File: config.mk
export PLATFORM = sky130hd
export DESIGN_NAME = countdown_timer
export DESIGN_NICKNAME = d
export VERILOG_FILES = /design/src/rtl/countdown_timer_pkg.sv /design/src/rtl/countdown_timer_counter_down_digit.sv /design/src/rtl/countdown_timer.sv
export SDC_FILE = /design/constraint.sdc
export NUM_CORES = 1
export LEC_CHECK = 0
export ABC_AREA = 1
export CORE_AREA = 4 4 66 56
export CTS_BUF_LIST = sky130_fd_sc_hd__clkbuf_4 sky130_fd_sc_hd__clkbuf_8
export CTS_CLUSTER_SIZE = 12
export DETAILED_ROUTE_END_ITERATION = 16
export DIE_AREA = 0 0 70 60
export PLACE_DENSITY = 0.8
export SYNTH_ARGS = -nofsm -noshare
export SYNTH_HDL_FRONTEND = slang
export SYNTH_SLANG_ARGS = --single-unit
File: constraint.sdc
create_clock -name clk -period 1.68 [get_ports clk]
set_input_delay 0.336 -clock clk [delete_from_list [all_inputs] [get_ports clk]]
set_output_delay 0.336 -clock clk [all_outputs]
set_load 0.1 [all_outputs]
File: src/rtl/countdown_timer_pkg.sv
// Shared definitions for the MM:SS BCD countdown timer: state encodings and digit moduli.
package countdown_timer_pkg;

  typedef enum logic [1:0] {
    ST_IDLE   = 2'd0,
    ST_RUN    = 2'd1,
    ST_PAUSED = 2'd2,
    ST_DONE   = 2'd3
  } state_t;

  localparam int unsigned DIGIT_WIDTH      = 4;
  localparam int unsigned SEC_ONES_MOD_DEF = 10;
  localparam int unsigned SEC_TENS_MOD_DEF = 6;
  localparam int unsigned MIN_ONES_MOD_DEF = 10;
  localparam int unsigned MIN_TENS_MOD_DEF = 10;

endpackage

File: src/rtl/countdown_timer_counter_down_digit.sv
// One BCD down-counting digit; borrows out when decremented from zero and reloads MOD-1.
module counter_down_digit #(
  parameter int unsigned WIDTH = 4,
  parameter int unsigned MOD   = 10
) (
  input  logic             clk,
  input  logic             rst,
  input  logic             load,
  input  logic [WIDTH-1:0] load_val,
  input  logic             en,
  output logic             borrow_out,
  output logic [WIDTH-1:0] out
);

  localparam logic [WIDTH-1:0] TOP_VAL = WIDTH'(MOD - 1);

  assign borrow_out = en && (out == '0);

  always_ff @(posedge clk) begin
    if (rst) begin
      out <= '0;
    end else if (load) begin
      out <= load_val;
    end else if (en) begin
      if (out == '0) out <= TOP_VAL;
      else           out <= out - WIDTH'(1);
    end
  end

endmodule

File: src/rtl/countdown_timer.sv
// MM:SS BCD countdown timer: preset load with clamping, run/pause FSM, borrow-chained digits, expiry flags.
module countdown_timer
  import countdown_timer_pkg::*;
#(
  parameter int unsigned WIDTH        = DIGIT_WIDTH,
  parameter int unsigned SEC_ONES_MOD = SEC_ONES_MOD_DEF,
  parameter int unsigned SEC_TENS_MOD = SEC_TENS_MOD_DEF,
  parameter int unsigned MIN_ONES_MOD = MIN_ONES_MOD_DEF,
  parameter int unsigned MIN_TENS_MOD = MIN_TENS_MOD_DEF
) (
  input  logic               clk,
  input  logic               rst,
  input  logic               tick,
  input  logic               load,
  input  logic               start,
  input  logic               pause,
  input  logic [4*WIDTH-1:0] preset,
  output logic [4*WIDTH-1:0] out,
  output logic               running,
  output logic               done,
  output logic               expired
);

  state_t state, state_nxt;

  logic [WIDTH-1:0] so_q, st_q, mo_q, mt_q;
  logic [WIDTH-1:0] so_ld, st_ld, mo_ld, mt_ld;
  logic             b0, b1, b2, b3;
  logic             dec_en, out_zero, last_sec;

  function automatic logic [WIDTH-1:0] clamp(input logic [WIDTH-1:0] v, input int unsigned mod);
    return (32'(v) >= mod) ? WIDTH'(mod - 1) : v;
  endfunction

  assign mt_ld = clamp(preset[4*WIDTH-1:3*WIDTH], MIN_TENS_MOD);
  assign mo_ld = clamp(preset[3*WIDTH-1:2*WIDTH], MIN_ONES_MOD);
  assign st_ld = clamp(preset[2*WIDTH-1:WIDTH],   SEC_TENS_MOD);
  assign so_ld = clamp(preset[WIDTH-1:0],         SEC_ONES_MOD);

  assign out      = {mt_q, mo_q, st_q, so_q};
  assign out_zero = (out == '0);
  assign last_sec = (mt_q == '0) && (mo_q == '0) && (st_q == '0) && (so_q == WIDTH'(1));

  // Load and pause both outrank a coincident tick, so they gate the borrow-in.
  assign dec_en = tick && (state == ST_RUN) && !pause && !load;

  counter_down_digit #(.WIDTH(WIDTH), .MOD(SEC_ONES_MOD)) u_sec_ones (
    .clk(clk), .rst(rst), .load(load), .load_val(so_ld),
    .en(dec_en), .borrow_out(b0), .out(so_q)
  );

  counter_down_digit #(.WIDTH(WIDTH), .MOD(SEC_TENS_MOD)) u_sec_tens (
    .clk(clk), .rst(rst), .load(load), .load_val(st_ld),
    .en(b0), .borrow_out(b1), .out(st_q)
  );

  counter_down_digit #(.WIDTH(WIDTH), .MOD(MIN_ONES_MOD)) u_min_ones (
    .clk(clk), .rst(rst), .load(load), .load_val(mo_ld),
    .en(b1), .borrow_out(b2), .out(mo_q)
  );

  counter_down_digit #(.WIDTH(WIDTH), .MOD(MIN_TENS_MOD)) u_min_tens (
    .clk(clk), .rst(rst), .load(load), .load_val(mt_ld),
    .en(b2), .borrow_out(b3), .out(mt_q)
  );

  always_comb begin
    state_nxt = state;
    if (load) begin
      state_nxt = ST_IDLE;
    end else begin
      case (state)
        ST_IDLE, ST_PAUSED: if (start) state_nxt = out_zero ? ST_DONE : ST_RUN;
        ST_RUN: begin
          if (pause)                  state_nxt = ST_PAUSED;
          else if (tick && last_sec)  state_nxt = ST_DONE;
        end
        default: state_nxt = state;
      endcase
    end
  end

  always_ff @(posedge clk) begin
    if (rst) begin
      state   <= ST_IDLE;
      running <= 1'b0;
      done    <= 1'b0;
      expired <= 1'b0;
    end else begin
      state   <= state_nxt;
      running <= (state_nxt == ST_RUN);
      done    <= (state_nxt == ST_DONE);
      expired <= (state_nxt == ST_DONE) && (state != ST_DONE);
    end
  end

  logic unused_borrow;
  assign unused_borrow = b3;

endmodule

Word-level counts from Yosys, hierarchy flattened --
Cells that the tools add are included.
Word-level totals: register bits after elaboration 21, logic and storage cells 68
Cells by class: add/subtract/negate cells 4, order comparisons 4, equal/unequal tests 6, mux-type cells 22, reduce and logical (&&, ||, !) cells 24
Operator list (number):
- $mux W4 | 16
- $logic_not A16 Y1 | 1
- $logic_not A4 Y1 | 4
- $sub A4 B1 Y4 const B | 4
- $ge A4 B4 Y1 const B | 3
- $logic_and A1 B1 Y1 | 11
- $mux W2 | 5
- $reduce_bool A2 Y1 | 4
- $eq A2 B1 Y1 const B | 2
- $eq A2 B2 Y1 const B | 2
- $eq A4 B1 Y1 const B | 1
- $ge A4 B3 Y1 const B | 1
- $pmux W2 S2 | 1
- $logic_not A1 Y1 | 2
- $logic_not A2 Y1 | 1
- $ne A2 B2 Y1 const B | 1
- $reduce_or A2 Y1 | 1

Depth between registers and ports, before layout --
Gate-level depths: netlist of the first run.
depth in word-level cells 11, depth in mapped cells 8

Cells and area by module --
Synthesis of the first run repeated with hierarchy kept, for this count alone.
Second synthesis, totals: cell total of the unflattened synthesis 239, area total of the unflattened synthesis 1417.6 µm²
By module, submodules not included:
- counter_down_digit at u_min_ones ... | instances 3, cells an instance 38, area an instance 235.2 µm², seq. area each 80.1 µm²
- countdown_timer | instances 1, cells an instance 83, area an instance 464.2 µm², seq. area each 100.1 µm²
- counter_down_digit at u_sec_tens | instances 1, cells an instance 42, area an instance 247.7 µm², seq. area each 80.1 µm²

Worst setup path after synthesis of the first run --
Ideal clock, no wire load.
kind register to register, from reg u_min_ones.out[0], to reg u_min_ones.out[2], library setup time 71 ps, data arrival time 1761 ps, data required time 1609 ps, setup slack -152 ps, cell stages (with the launch flop) 7, path buffers 0, clock period less this slack 1832 ps, path through dfxtp_1 > nor2_1 > nand2_1 > nand2_1 > o21ai_0 > nand2_2 > a21oi_1
On the way: cells in the longest elaborated chain, start to end 4
Ends and longest elaborated chain:
- from (decl) | line countdown_timer_counter_down_digit.sv:12 | output logic [WIDTH-1:0] out
- from (signal assigned) | line countdown_timer_counter_down_digit.sv:23 | out <= load_val;
- from (signal assigned) | line countdown_timer_counter_down_digit.sv:26 | else out <= out - WIDTH'(1);
- $sub A4 B1 Y4 or $logic_not A4 Y1 (tied branches) | line countdown_timer_counter_down_digit.sv:26, countdown_timer_counter_down_digit.sv:25
- $mux W4 * | line countdown_timer_counter_down_digit.sv:25 | if (out == '0) out <= TOP_VAL;
- $mux W4 * | line countdown_timer_counter_down_digit.sv:24 | end else if (en) begin
- $mux W4 * | line countdown_timer_counter_down_digit.sv:22 | end else if (load) begin
Every way passes the cells marked *; elsewhere a longest branch is shown, timed or not. The select of a mux whose other input is x is not followed. A chain may end at the register's enable or synchronous reset.

Worst setup path after layout of the first run --
from in tick, to reg u_min_tens.out[1]
On the way: cells in the longest elaborated chain, start to end 7
Ends and longest elaborated chain:
- from (decl) | line countdown_timer.sv:13 | input logic tick,
- $logic_and A1 B1 Y1 (3 in series) | line countdown_timer.sv:45 | assign dec_en = tick && (state == ST_RUN) && !pause && !load;
- $logic_and A1 B1 Y1 (3 in series) | line countdown_timer_counter_down_digit.sv:17 | assign borrow_out = en && (out == '0);
- $reduce_bool A2 Y1 (no source line)
- to (signal assigned) | line countdown_timer_counter_down_digit.sv:23
- to (signal assigned) | line countdown_timer_counter_down_digit.sv:26
- to (decl) | line countdown_timer_counter_down_digit.sv:12
Every way passes these cells.

==> key figures, run 1 <==
Floorplan
  – # rows: 18
  – Core footprint: a little over 0.003 mm²
  – Initial core utilization: 0.432
  – Die area: between 0.004 and 0.005 mm²
  – Die height: approximately 60 µm
  – Die Wd: 70 µm
  – I/O Pins: 41

Flow run
  – Max-Cap Viols: 0

Critical path
  – Crit path cell chain: clkdlybuf4s50_1 > nand3_4 > nor2_4 > nand4_2 > nand2_4 > nand2_2 > nor2_1 > nor2_1
  – Slowest library cell on the worst path: clkdlybuf4s50_1
  – Worst setup path category: in2reg
  – Crit. End Element: flop
  – Critical Path Start Type: primary input
  – CP max stage delay: 530 ps
  – CP arrival: 1610 ps
  – Reg2Reg Depth: 8
  – R2R setup slack: 260 ps
  – Required time of the critical path: 1840 ps
  – Crit path max fanout: 10
  – Most frequent CP cell: nor2_1

Clocking
  – Post-CTS Setup Bufs: 0
  – H-tree depth: 1
  – Clock sink count: 21
  – Clock root cell: clkbuf_8
  – CTS tree: done
  – CTS Hold Bufs: 0
  – CTS max path bufs: 2
  – PostCTS Resize Cnt: 0
  – Num CTS Buffers: 3
  – Clock transition at path regs: 80 ps
  – Clk Latency, worst-skew pair: 260 ps

Logic synthesis
  – Synthesized cell area: between 0.001 and 0.0015 mm²
  – Syn_area_per_cell: about 6.4 µm²
  – Mapped Cells: 202
  – Post-synthesis cell type count: 30
  – Area share of the largest cell type after synthesis: 0.323
  – Syn_nets: approximately 220
  – Post-synth top area cell: dfxtp_1
  – Largest cells by area after synthesis: dfxtp_1 32%, nor2_1 12%, nand2_1 11%
  – Yosys reg bits: 21
  – Yosys warns: 0
  – Post-synthesis sequential area ratio: 0.323

Layout
  – Commonest non-fill, non-tap cells in the layout: 40 x nor2_1, 39 x nand2_1, 23 x inv_1
  – P&R area growth vs syn: 59.0%
  – Final instance area: 0.00207 mm²
  – Finished Core Util: 0.686
  – Layout fillers: 268
  – Multi-input gate area: between 700 and 800 µm²
  – Layout cells sized above 1: 0.267
  – Most common cell after layout, fill and taps aside: nor2_1
  – Register area: 437 µm²
  – Nets: 274
  – ANT cells: 0

Route
  – Starting DRC count in detailed routing: 88
  – Vias post-DR: ~1500
  – DR DRC count: 0
  – Detailed Routing Iterations Pass 1: 4
  – Routed Wire Length: roughly 3400 µm
  – WL/cell: 11.8 µm
  – Remaining antenna violation count: 0
  – Vias per cell: 5.03

Power
  – Net Switching: 0.627 mW
  – Leakage: 0.891 nW
  – Sw Ratio: 0.397
  – Register share of total power: 0.369
  – Combinational Power Share: 0.419
  – VDD IR-drop max: 714 µV
  – Clock network power share: 0.212
  – PD cells: 763 mW/mm²
  – Pint: approximately 0.95 mW

STA
  – Final hold viol count: 0
  – Setup violations, final: 0
  – RSZ-0062 raised after global routing: no
  – Slew margin rel.: 0.817
  – PnR worst setup slack: 230 ps
  – Fmax: ~690 MHz
  – Worst hold slack: 474 ps
  – Max Slew Vio Count: 0
  – Tmin final: 1450 ps
  – Worst slew pin tran: 274 ps
  – Setup_tns: 0 ps
  – Period utilization: 0.863
  – Clock skew: 1.11 ps

GRT
  – Total congestion overflow: 0
  – Global-route wire length before repair: around 5800 µm
  – Largest net degree at the start of global routing: 16
  – Vias in the first global route: 1304
  – Initial antenna violation count: 0
  – Met3 usage: 0.0521
  – Met2 GRT Util: 0.293
  – Gr busiest metal: met2
  – Met1 Usage GRT: 0.213
  – Tot GR Track Use: 0.171

Hold path
  – Hold Path Class: reg2reg
  – Hold path depth: 2

Placed design
  – Post-DP HPWL: 2670 µm
  – DP Worst Slack: -58.0 ps
  – Port bufs: 40
  – Routability congestion estimate: 0.818
  – Post-placement cell area: 0.00202 mm²

Run status
  – Run status: complete, no violations
## flip-flops by register name (all words and copies together) (netlist names)
signal,count
expired,1
u_min_tens.out,4
done,1
u_min_ones.out,4
running,1
u_sec_ones.out,4
u_sec_tens.out,4
state,2
## power by group through the flow
stage	sequential, mW	combinational [mW]	clock (mW)
finish	0.583	0.663	0.335
global placement	0.594	0.650	0
floorplan	0.793	0.198	0
CTS	0.583	0.664	0.346
detailed placement	0.594	0.661	0
global route	0.589	0.704	0.362
## cell families after synthesis
| family | after synthesis | synth area share |
|---|---|---|
| AOI/OAI and AO/OA | 38 | 0.177 |
| buffers and inverters | 31 | 0.0989 |
| DFF | 21 | 0.323 |
| and+or+nand+nor | 111 | 0.395 |
| xor gates and xnor gates | 1 | 0.00673 |
## cell usage after synthesis
cell type,count
nor2_1,40
nand2_1,39
inv_1,23
dfxtp_1,21
nand3_1,17
o21ai_0,15
a21oi_1,7
inv_2,4
a31oi_1,3
nand2_2,3
nor2_2,3
o211ai_1,3
o21ai_2,3
buf_2,2
nand3_2,2
nand4_1,2
o21ai_1,2
a21oi_2,1
a22oi_1,1
clkbuf_1,1
clkbuf_8,1
nand2_4,1
nand3_4,1
nand4_2,1
nor2_4,1
nor3_2,1
o211ai_2,1
o21bai_1,1
o22ai_1,1
xor2_1,1
## per-layer routing
layer	wire [µm]	vias to the layer above
li1	-	750
met1	1530	649
met2	1580	59
met3	285	6
met4	44	0
met5	0	-
## critical path: cells and delay by family
family        cells  cell delay, ps
buf+inv           1             530
simple gates      7             750
## worst paths after layout
| kind | end | from |
|---|---|---|
| min | u_sec_tens.out[3] | u_sec_tens.out[3] |
| min reg2reg | u_sec_tens.out[3] | u_sec_tens.out[3] |
| max reg2reg | u_min_tens.out[1] | u_sec_ones.out[3] |
| max | u_min_tens.out[1] | tick |
## per-stage QoR
stage               instances  power (mW)
finish                    291        1.58
global route              291        1.66
floorplan                 202       0.991
detailed placement        287        1.26
global placement          287        1.24
CTS                       291        1.59
## area by class of cell
| class | instances | area share |
|---|---|---|
| Clock buffer | 3 | 0.0199 |
| Sequential cell | 21 | 0.211 |
| Inverter | 27 | 0.0489 |
| Tap cell | 40 | 0.0242 |
| Multi-Input combinational cell | 150 | 0.364 |
| Clock inverter | 1 | 0.00242 |
| Timing Repair Buffer | 49 | 0.330 |
Power figures use the tool's default switching activity.
==> run 2: changes to the inputs <==
==> constraint.sdc (replaced) <==
create_clock -name clk -period 1.5 [get_ports clk]
set_input_delay 0.3 -clock clk [delete_from_list [all_inputs] [get_ports clk]]
set_output_delay 0.3 -clock clk [all_outputs]
set_load 0.1 [all_outputs]
==> run 2 against run 1 <==
Sequential power is 12% higher; first-iteration DRC count is 17% lower; via count is 0.96% lower; combinational power is 12% higher; core utilization is 0.37 points higher; flip-flop and latch count stayed put; register-to-register slack worse by 130 ps; wire length is 1.1% lower; sequential share of layout area is 0.066 points higher; clock power is 18% higher; non-clock buffer count stayed put; setup slack worse by 140 ps.
==> key figures, run 2 (same netlist as run 1, synthesis figures left out) <==
Layout
  – Nets: 274
  – Layout cells sized above 1: 0.283
  – ANT cells: 0
  – Non-Filler Instances: 291
  – P&R area growth vs syn: 59.8%
  – Final instance area: 0.00208 mm²
  – Multi-input gate area: 761 µm²
  – Register area: 440 µm²
  – Commonest non-fill, non-tap cells in the layout: 39 x nor2_1, 39 x nand2_1, 23 x inv_1
  – Layout fillers: 249

Critical path
  – Crit path cell chain: clkdlybuf4s50_1 > nand3_4 > nor2_4 > nand4_2 > nand2_4 > nand2_2 > nor2_1 > nor2_1
  – Critical Path Start Type: primary input
  – Slowest library cell on the worst path: clkdlybuf4s50_1
  – CP arrival: 1590 ps
  – Most frequent CP cell: nor2_1
  – CP max stage delay: 530 ps
  – Required time of the critical path: 1670 ps
  – Crit. End Element: flop
  – Worst setup path category: in2reg
  – Crit path max fanout: 10

Hold path
  – Hold Path Class: reg2reg

GRT
  – Vias in the first global route: 1380
  – Initial antenna violation count: 0
  – Total congestion overflow: 0
  – Global-route wire length before repair: roughly 5700 µm
  – Tot GR Track Use: 0.170
  – Largest net degree at the start of global routing: 28

Run status
  – Run status: complete, no violations

Placed design
  – Post-placement cell area: 0.00203 mm²
  – Port bufs: 40
  – Post-DP HPWL: 2620 µm
  – Dpl cells: 287
  – Routability congestion estimate: 0.880

Clocking
  – Num CTS Buffers: 3
  – PostCTS Resize Cnt: 0
  – CTS max path bufs: 2
  – Clk Latency, worst-skew pair: 270 ps
  – H-tree depth: 1
  – CTS tree: done
  – Clock sink count: 21
  – Clock root cell: clkbuf_8
  – Post-CTS Setup Bufs: 0
  – Clock transition at path regs: 90 ps
  – CTS Hold Bufs: 0

STA
  – Setup violations, final: 0
  – Worst slew pin tran: 269 ps
  – Clock skew: ~9.4 ps
  – Tmin final: 1410 ps
  – Max Slew Vio Count: 0
  – Period utilization: 0.942
  – RSZ-0062 raised after global routing: no
  – Final hold viol count: 0
  – Slew margin rel.: 0.820
  – Fmax: about 710 MHz

Route
  – Vias per cell: approximately 5.0
  – DR DRC count: 0
  – Remaining antenna violation count: 0
  – Detailed Routing Iterations Pass 1: 4
  – Routed Wire Length: 3400 µm
  – WL/cell: 11.7 µm
  – Starting DRC count in detailed routing: 73
  – Vias post-DR: 1450

Floorplan
  – Core footprint: 0.00302 mm²
  – Die area: ~0.0042 mm²
  – # rows: 18
  – Die Wd: 70 µm
  – I/O Pins: 41
  – Die height: 60 µm
  – Initial core utilization: 0.432

Power
  – Sw Ratio: 0.402
  – VDD IR-drop max: slightly above 600 µV
  – Net Switching: 0.720 mW
  – Clock network power share: 0.220
  – Combinational Power Share: 0.415
  – PD cells: 861 mW/mm²
  – Register share of total power: 0.366
  – Pint: 1.07 mW
  – Leakage: slightly below 0.9 nW

Flow run
  – Max-Cap Viols: 0
run 2: layer usage:
layer	vias up	routed length [µm]	GRT usage
met5	-	0	0
met4	0	31	0.0328
met3	6	249	0.0487
met2	47	1560	0.307
met1	642	1550	0.206
li1	755	-	-
run 2: worst paths after layout:
path / start / endpoint / slack, ps / cells after the start
worst max-delay path: tick / u_min_tens.out[2] / 90 / 8
worst min-delay path: u_sec_tens.out[3] / u_sec_tens.out[3] / 480 / 2
worst max register to register: u_sec_ones.out[0] / u_min_tens.out[2] / 130 / 8
worst min register to register: u_sec_tens.out[3] / u_sec_tens.out[3] / 480 / 2
run 2: layout make-up:
class	instances	area share
clock buffers	3	0.0198
clock inverters	1	0.00240
inverters	27	0.0487
multi-input cells	150	0.365
flip-flops and latches	21	0.212
well taps	40	0.0240
repair buffers	49	0.328
run 2: power by group through the flow:
stage / sequential (mW) / combinational (mW) / clock (mW)
6_report: 0.655 / 0.743 / 0.394
3_3_place_gp: 0.667 / 0.729 / 0
4_1_cts: 0.655 / 0.741 / 0.398
5_1_grt: 0.661 / 0.793 / 0.412
3_5_place_dp: 0.667 / 0.738 / 0
2_1_floorplan: 0.891 / 0.221 / 0
run 2: per-stage QoR:
step                      utilization  power, mW  setup slack, ps  hold WS, ps  TNS (ps)
final                           0.690       1.79             86.7          480         0
after global routing            0.690       1.87             12.7          501         0
after CTS                       0.687       1.79             80.6          481         0
after detailed placement        0.672       1.41             -194          462     -2550
after global placement          0.672       1.40             -153          459     -1950
after floorplan                     -       1.11             19.8          406         0
run 2: critical path, delay by kind of cell:
| kind | cells | cell delay, ps |
|---|---|---|
| buf+inv | 1 | 530 |
| simple gates | 7 | 750 |
==> run 3: changes to the inputs <==
--- a/config.mk
+++ b/config.mk
@@ -6,12 +6,12 @@
 export NUM_CORES = 1
 export LEC_CHECK = 0
 export ABC_AREA = 1
-export CORE_AREA = 4 4 66 56
+export CORE_AREA = 4 4 59 61
 export CTS_BUF_LIST = sky130_fd_sc_hd__clkbuf_4 sky130_fd_sc_hd__clkbuf_8
 export CTS_CLUSTER_SIZE = 12
 export DETAILED_ROUTE_END_ITERATION = 16
-export DIE_AREA = 0 0 70 60
-export PLACE_DENSITY = 0.8
+export DIE_AREA = 0 0 63 65
+export PLACE_DENSITY = 0.81
 export SYNTH_ARGS = -nofsm -noshare
 export SYNTH_HDL_FRONTEND = slang
 export SYNTH_SLANG_ARGS = --single-unit
==> run 3 against run 2 <==
Flip-flop and latch count stayed put; core utilization is 0.42 points higher; design area is 0.72% lower; critical path type is now reg2reg.
==> key figures, run 3 (same netlist as run 1, synthesis figures left out) <==
Route
  – Metal2 WL: 1670 µm
  – DR DRC count: 0
  – Starting DRC count in detailed routing: 72
  – Detailed Routing Iterations Pass 1: 5
  – Routed met3 length: 228 µm
  – Top sig layer: met4
  – Remaining antenna violation count: 0
  – Vias post-DR: between 1000 and 1500
  – Metal-1 WL: 1480 µm
  – WL/cell: 12.0 µm
  – Routed Wire Length: 3430 µm
  – Vias per cell: 5.16

Floorplan
  – Die area: ~0.0041 mm²
  – Die Wd: around 63 µm
  – Core footprint: 0.00298 mm²
  – # rows: 20
  – Initial core utilization: 0.437
  – I/O Pins: 41
  – Die height: 65 µm

Run status
  – Run status: complete, no violations

STA
  – Clock skew: ~7 ps
  – Tmin final: 1370 ps
  – Max Slew Vio Count: 0
  – Setup violations, final: 0
  – Period utilization: 0.911
  – Worst slew pin tran: 296 ps
  – Worst hold slack: 480 ps
  – PnR worst setup slack: 133 ps
  – Setup_tns: 0 ps
  – RSZ-0062 raised after global routing: no
  – Final hold viol count: 0
  – Slew margin rel.: 0.802
  – Fmax: 732 MHz

Placed design
  – Dpl cells: approximately 280
  – Routability congestion estimate: 0.905
  – Port bufs: 40
  – Post-DP HPWL: 2770 µm
  – DP Worst Slack: -169 ps
  – Post-placement cell area: 0.00203 mm²

Clocking
  – CTS tree: done
  – Clock transition at path regs: 120 ps
  – CTS max path bufs: 2
  – Clk Latency, worst-skew pair: 320 ps
  – Clock root cell: clkbuf_4
  – CTS Hold Bufs: 0
  – Num CTS Buffers: 3
  – H-tree depth: 1
  – Clock sink count: 21

Hold path
  – Hold Path Class: reg2reg

Power
  – PD cells: 828 mW/mm²
  – VDD IR-drop max: 725 µV
  – Leakage: just under 0.9 nW
  – Total power: 1.71 mW

GRT
  – Vias in the first global route: 1402
  – Largest net degree at the start of global routing: 12
  – Global-route wire length before repair: ~6000 µm
  – Initial antenna violation count: 0
  – Total congestion overflow: 0
  – Tot GR Track Use: 0.181

Layout
  – Layout cells sized above 1: 0.291
  – Finished Core Util: 0.694
  – Commonest non-fill, non-tap cells in the layout: 39 x nor2_1, 39 x nand2_1, 23 x inv_1
  – Layout fillers: 230
  – ANT cells: 0
  – P&R area growth vs syn: 58.7%
  – Non-Filler Instances: 287
  – Nets: about 280
  – Final instance area: 0.00207 mm²

Critical path
  – Required time of the critical path: around 1800 ps
  – Worst setup path category: reg2reg
  – CP arrival: 1610 ps
  – Crit. End Element: flop
  – Crit path max fanout: 5
  – Critical Path Start Type: flop

Flow run
  – Max-Cap Viols: 0
## run 3: cell types whose count changed in the layout (fill, tap and decap cells not counted)
cell and change:
clkbuf_8 -3, buf_12 -1, clkinv_2 -1, clkbuf_4 +4, buf_4 +4
## run 3: power breakdown
group	internal, mW	switching [mW]	leakage (nW)
registers	0.601	0.0551	0.178
logic	0.287	0.461	0.698
clock network	0.122	0.185	0.0184
## run 3: routing by layer
metal,global-route usage,up-vias
met1,0.206,664
met3,0.0451,5
met2,0.328,52
met4,0.0579,0
met5,0,-
li1,-,761
## run 3: path summary, 6_finish.rpt
kind	start	to	slack [ps]	depth (start not counted)
setup / recovery	u_min_ones.out[0]	u_min_ones.out[2]	130	7
hold / removal	u_sec_tens.out[3]	u_sec_tens.out[3]	480	2
setup reg to reg	u_min_ones.out[0]	u_min_ones.out[2]	130	7
hold reg to reg	u_sec_tens.out[3]	u_sec_tens.out[3]	480	2
## run 3: layout make-up
type	instances	area, µm²	area share
clock buffer	4	30.0	0.0145
inverter	27	101	0.0490
multi-input combinational	150	761	0.368
tap	33	41.3	0.0200
sequential	21	440	0.213
timing repair buffer	52	693	0.335
## run 3: critical path, stage by stage (launching register included)
cell and delay, ps:
dfxtp_2 380, nor2_1 180, inv_1 80, nor2_1 140
nor2_1 60, o21ai_0 220, nand2_2 70, a21oi_1 160
## run 3: what timing repair did
action,CTS,global route
endpoints found under the setup margin,0,5
setup buffers,0,0
gates resized for setup,0,2
